**src/rtl/game_ctrl_pkg.sv**
```systemverilog
// Shared state encoding and tick-period helper for the game control FSM
// and its tick divider.
package game_ctrl_pkg;

  typedef enum logic [2:0] {
    INIT,
    IDLE,
    RUN,
    UPDATE,
    WAIT_CMD,
    OVER,
    PAUSE
  } game_state_e;

  // Update period in clocks for a given difficulty level; higher levels are faster.
  function automatic logic [31:0] tick_period(input logic [31:0] lvl,
                                              input logic [31:0] base,
                                              input logic [31:0] step);
    return base - lvl * step;
  endfunction

endpackage

```
**src/rtl/game_tick_div.sv**
```systemverilog
// Loadable tick counter: counts while enabled, wraps to zero at period-1 and
// strobes tc_o in that cycle; clear_i forces the count back to zero.
module game_tick_div #(
  parameter int TICK_W = 24
) (
  input  logic              clk,
  input  logic              rst,
  input  logic              clear_i,
  input  logic              en_i,
  input  logic [TICK_W-1:0] period_i,
  output logic              tc_o
);

  logic [TICK_W-1:0] cnt_q, cnt_d;
  logic              at_end;

  assign at_end = (cnt_q == period_i - TICK_W'(1));
  assign tc_o   = en_i & at_end;

  always_comb begin
    cnt_d = cnt_q;
    if (clear_i) begin
      cnt_d = '0;
    end else if (en_i) begin
      cnt_d = at_end ? '0 : cnt_q + TICK_W'(1);
    end
  end

  always_ff @(posedge clk) begin
    if (rst) begin
      cnt_q <= '0;
    end else begin
      cnt_q <= cnt_d;
    end
  end

endmodule

```
**src/rtl/game_ctrl_fsm.sv**
```systemverilog
// Game control FSM: init draw, level select, timed play loop, update handshake
// and game-over reset. Optional pause is built when GAME_CTRL_PAUSE_EN is defined.
module game_ctrl_fsm
  import game_ctrl_pkg::*;
#(
  parameter int                NUM_LEVELS = 4,
  parameter int                TICK_W     = 24,
  parameter logic [TICK_W-1:0] BASE_TICKS = TICK_W'(5_000_000),
  parameter logic [TICK_W-1:0] TICK_STEP  = TICK_W'(1_000_000),
  localparam int               LVL_W      = $clog2(NUM_LEVELS)
) (
  input  logic             clk,
  input  logic             rst,
  input  logic             game_over,
  input  logic             cmd_done,
  input  logic             mode_pb,
  input  logic             start_pb,
  input  logic             pause_pb,
  output logic             init_cycle,
  output logic             enable_loop,
  output logic             en_update,
  output logic             sync_reset,
  output logic [LVL_W-1:0] level
);

  if (NUM_LEVELS < 2) begin : g_bad_levels
    $error("game_ctrl_fsm: NUM_LEVELS must be at least 2");
  end
  if (longint'(BASE_TICKS) - longint'(NUM_LEVELS - 1) * longint'(TICK_STEP) < 1) begin : g_bad_period
    $error("game_ctrl_fsm: fastest level period must be at least one clock");
  end

  game_state_e       state_q, state_d;
  logic [LVL_W-1:0]  level_q, level_d;
  logic              mode_q, start_q;
  logic              mode_edge, start_edge;
  logic              tick_clear, tick_en, tick_tc;
  logic [TICK_W-1:0] period;

  assign mode_edge  = mode_pb & ~mode_q;
  assign start_edge = start_pb & ~start_q;

`ifdef GAME_CTRL_PAUSE_EN
  logic pause_q;
  logic pause_edge;
  assign pause_edge = pause_pb & ~pause_q;
  always_ff @(posedge clk) begin
    if (rst) pause_q <= 1'b0;
    else     pause_q <= pause_pb;
  end
  // A pause request in the terminal-count cycle freezes the counter at period-1.
  assign tick_en = (state_q == RUN) & ~game_over & ~pause_edge;
`else
  logic unused_pause;
  assign unused_pause = pause_pb;
  assign tick_en      = (state_q == RUN) & ~game_over;
`endif

  assign tick_clear = (state_q == IDLE);
  assign period     = TICK_W'(tick_period(32'(level_q), 32'(BASE_TICKS), 32'(TICK_STEP)));

  game_tick_div #(.TICK_W(TICK_W)) u_tick (
    .clk      (clk),
    .rst      (rst),
    .clear_i  (tick_clear),
    .en_i     (tick_en),
    .period_i (period),
    .tc_o     (tick_tc)
  );

  always_comb begin
    state_d = state_q;
    level_d = level_q;
    case (state_q)
      INIT:     if (cmd_done) state_d = IDLE;
      IDLE: begin
        if (start_edge) begin
          state_d = RUN;
        end else if (mode_edge) begin
          level_d = (level_q == LVL_W'(NUM_LEVELS - 1)) ? '0 : level_q + LVL_W'(1);
        end
      end
      RUN: begin
        if (game_over)       state_d = OVER;
`ifdef GAME_CTRL_PAUSE_EN
        else if (pause_edge) state_d = PAUSE;
`endif
        else if (tick_tc)    state_d = UPDATE;
      end
      UPDATE:   state_d = WAIT_CMD;
      WAIT_CMD: if (cmd_done) state_d = game_over ? OVER : RUN;
      OVER:     state_d = INIT;
`ifdef GAME_CTRL_PAUSE_EN
      PAUSE: begin
        if (game_over)       state_d = OVER;
        else if (pause_edge) state_d = RUN;
      end
`endif
      default:  state_d = INIT;
    endcase
  end

  always_ff @(posedge clk) begin
    if (rst) begin
      state_q <= INIT;
      level_q <= '0;
      mode_q  <= 1'b0;
      start_q <= 1'b0;
    end else begin
      state_q <= state_d;
      level_q <= level_d;
      mode_q  <= mode_pb;
      start_q <= start_pb;
    end
  end

  assign init_cycle  = (state_q == INIT);
  assign enable_loop = (state_q == RUN) | (state_q == UPDATE) |
                       (state_q == WAIT_CMD) | (state_q == PAUSE);
  assign en_update   = (state_q == UPDATE);
  assign sync_reset  = (state_q == OVER);
  assign level       = level_q;

endmodule
```
**config.mk**
```make
export PLATFORM = sky130hd
export DESIGN_NAME = game_ctrl_fsm
export DESIGN_NICKNAME = d
export VERILOG_FILES = /design/src/rtl/game_ctrl_pkg.sv /design/src/rtl/game_tick_div.sv /design/src/rtl/game_ctrl_fsm.sv
export SDC_FILE = /design/constraint.sdc
export NUM_CORES = 1
export LEC_CHECK = 0
export ABC_AREA = 1
export BUFFER_PORTS_ARGS = -buffer_cell sky130_fd_sc_hd__buf_2
export CAP_MARGIN = 20
export CELL_PAD_IN_SITES_DETAIL_PLACEMENT = 0
export CELL_PAD_IN_SITES_GLOBAL_PLACEMENT = 2
export CORE_AREA = 4 4 104 106
export DETAILED_ROUTE_END_ITERATION = 8
export DIE_AREA = 0 0 108 110
export HOLD_SLACK_MARGIN = 0.08
export MAX_ROUTING_LAYER = met4
export PLACE_DENSITY = 0.83
export SLEW_MARGIN = 20
export SYNTH_ARGS = -nofsm -noshare
export SYNTH_HDL_FRONTEND = slang
export SYNTH_HIERARCHICAL = 1
export SYNTH_SLANG_ARGS = --single-unit
```
**constraint.sdc**
```tcl
create_clock -name clk -period 2.6 [get_ports clk]
set_input_delay 0.52 -clock clk [delete_from_list [all_inputs] [get_ports clk]]
set_output_delay 0.52 -clock clk [all_outputs]
set_load 0.02 [all_outputs]
```
==> impl_metrics.json <==
{
  "wirelength_um": 7366,
  "busiest_layer": "met2",
  "htreeDepth": 2,
  "path_class": "register to register",
  "diodes": 0,
  "status": "completed",
  "critPathLaunchType": "register",
  "cts_tree": "done",
  "cpMaxStageDelayCell": "dfxtp_4",
  "syn_area_um2": 2910,
  "first_pass_iters": 4,
  "hold_violations": 0,
  "finalPower_w": 0.001682,
  "yosysSeqAreaShare_pct": 21.32,
  "drt_iter0_drc": 104,
  "worstPathRequired_ns": 2.77,
  "grt_antenna_before_repair": 0,
  "vias": 2942,
  "clock-sinks": 31,
  "yosysWarnings": 6,
  "rsz0062_at_grt": "true",
  "track_usage_pct": 13.52,
  "finalMaxSlewViolations": 0,
  "finalCritPeriodShare_pct": 93.79,
  "syn_inst": 487,
  "grt_max_degree": 21,
  "syn_area_per_cell_um2": 5.976,
  "hpwlAfterDp_um": 6020,
  "die_h_um": 110,
  "pin_count": 13,
  "use_met3_pct": 1.631,
  "setup_violations": 0,
  "drc_errors": 0,
  "viasPerCell": 4.301,
  "grt_overflow": 0,
  "drv_cap": 0,
  "yosysUniqueCellTypes": 38,
  "dieArea_um2": 11880,
  "crit_path_max_fanout": 4,
  "clock_latency_ns": 0.29,
  "final.setup.tns_ns": 0,
  "power.density_nw_per_um2": 452.3,
  "row_count": 36,
  "p_leak_nw": 1.710,
  "start_util_pct": 29.77,
  "grtUsageMet2_pct": 23.62,
  "fin_nets": 564,
  "cts_root_buf": "clkbuf_8",
  "postCtsHoldBufs": 0,
  "grt_pass1_vias": 2763,
  "clockBufferDepth": 2,
  "ant_nets": 0,
  "synthToLayoutAreaGrowth_pct": 27.77,
  "grt_pass1_wl_um": 12560,
  "holdCritPathClass": "input port to register",
  "clk_pin_slew_ns": 0.07,
  "gp_congestion": 0.8151,
  "skew_ns": 0.009932,
  "min_period_ns": 2.439,
  "core_area_um2": 9774,
  "ir_drop_mv": 0.4027,
  "drive_gt1_share_pct": 23.59,
  "wl_per_cell_um": 10.77,
  "slowest_delay_ns": 0.37,
  "die_x_um": 108,
  "cts-buffers-inserted": 5,
  "path_cells": "inv_4, ha_4, or2_4, nor2_4, nand2_4, buf_6, inv_2, nand2_1, nand2_1, nand2_1, nor2_2, nand2_2, nor2_4, nand4_4, inv_2, inv_2, nand3_4, a21boi_1, nor2_1",
  "fmax_ghz": 0.4101,
  "worst_setup_path_end_kind": "register",
  "io_buffers": 11,
  "rr_worst_depth": 19,
  "hold_depth": 3,
  "worstPathArrival_ns": 2.61,
  "grt_use_met1_pct": 16.70,
  "ys_seq_elements": 31
}
## critical path, delay by kind of cell (launching register included)
kind / cells / cell delay (ns)
flip-flops: 1 / 0.37
buffers and inverters: 5 / 0.33
adder cells (fa/ha/maj): 1 / 0.15
AO/OA/AOI/OAI: 1 / 0.17
AND/OR/NAND/NOR: 12 / 1.30
## where the power goes
group	switching, W	leakage [nW]	internal [W]
sequential	0.0000405	0.252	0.000500
combinational	0.000486	1.41	0.000291
clock	0.000181	0.0477	0.000183
total	0.000708	1.71	0.000974
## sequential cells by signal, indices dropped and copies added (netlist names)
register      flops
start_q           1
mode_q            1
u_tick/cnt_q     24
state_q           3
level             2
## cell usage after synthesis
cell type | count | area (µm²)
buf_6 | 1 | 11.26
nor2_4 | 3 | 33.78
conb_1 | 1 | 3.750
nand2_1 | 127 | 476.7
and2_1 | 1 | 6.260
nand2_4 | 1 | 11.26
nor2_8 | 1 | 20.02
nand4_4 | 1 | 21.27
a21oi_1 | 4 | 20.02
o21ai_0 | 6 | 30.03
nor2_1 | 86 | 322.8
dfxtp_1 | 31 | 620.6
clkbuf_1 | 2 | 7.510
or2_2 | 1 | 6.260
nor3_1 | 9 | 45.04
nand4_1 | 14 | 87.58
xor2_1 | 21 | 183.9
buf_4 | 1 | 7.510
nor2_2 | 22 | 137.6
xnor2_1 | 17 | 148.9
inv_2 | 5 | 18.77
buf_2 | 1 | 5.000
nand3b_1 | 3 | 22.52
o21ai_1 | 2 | 10.01
nor4_1 | 1 | 6.260
a31oi_1 | 1 | 6.260
nand3_1 | 29 | 145.1
nand2_2 | 3 | 18.77
nand3_2 | 4 | 40.04
and3_1 | 1 | 6.260
o32ai_1 | 1 | 8.760
a21boi_1 | 1 | 7.510
ha_1 | 7 | 87.58
buf_12 | 1 | 20.02
nor3_2 | 1 | 10.01
inv_1 | 73 | 274.0
o22ai_1 | 1 | 6.260
o21bai_1 | 2 | 15.01
## cells by family (layout without fill, tap and decap cells)
| logic type | Yosys count | in the layout | share of synthesized area [%] |
|---|---|---|---|
| flops | 31 | 31 | 21.32 |
| buf+inv | 84 | 119 | 11.82 |
| simple gates | 308 | 308 | 48.71 |
| compound gates | 18 | 18 | 3.569 |
| other cells | 1 | 30 | 0.1289 |
| fa+ha+maj | 7 | 7 | 3.009 |
| xor+xnor | 38 | 38 | 11.44 |
## final timing paths
kind,slack (ns),to,startpoint
setup reg to reg,0.16,state_q[1],level[0]
hold reg to reg,0.54,level[0],mode_q
hold / removal,0.46,start_q,start_pb
setup / recovery,0.16,state_q[1],level[0]
## layout make-up
type                            instances  area (µm²)
Sequential cell                        31       628.1
Inverter                               78       297.8
Clock buffer                            5       68.82
Timing Repair Buffer                   33       247.7
Fill cell                            1095        6056
Tap cell                              133       166.4
Multi-Input combinational cell        401        2295
Clock inverter                          3       15.01
## timing repair
action	4_1_cts	5_1_grt
pin swaps	4	30
setup buffers	2	3
endpoints found under the setup margin	23	23
gates resized for setup	10	63
endpoints found under the hold margin	0	0
gates cloned	0	0
## through the flow
step	hold WS, ns	worst slack, ns	cells	util [%]	cell area (µm²)
after global placement	0.5379	-0.06809	671	33.99	3322
after floorplan	0.4816	0.008013	516	-	3024
final	0.4600	0.1614	684	38.04	3719
after global routing	0.4823	-0.02184	684	38.04	3719
after detailed placement	0.5454	-0.09412	671	33.99	3322
after CTS	0.4515	0.004124	681	35.48	3468
## layout by cell type, fill, tap and decap left out, types with 9 or more instances in the layout
cell type,Yosys,final
buf_4,1,17
nor2_1,86,71
nor3_1,9,9
xor2_1,21,20
conb_1,1,30
inv_1,73,66
nor2_4,3,14
nand4_1,14,14
inv_2,5,10
nand2_1,127,113
nor2_2,22,26
buf_2,1,11
nand2_2,3,15
dfxtp_1,31,29
xnor2_1,17,16
nand3_1,29,26
## per-layer routing
layer  vias up  part of all wire [%]  wire [µm]
met5         -                     0          0
li1       1597                     -          -
met2        40                    48       3554
met4         0                   1.1         84
met1      1297                    48       3530
met3         8                   2.7        196
Note: power is estimated with default switching activity, not from simulation.
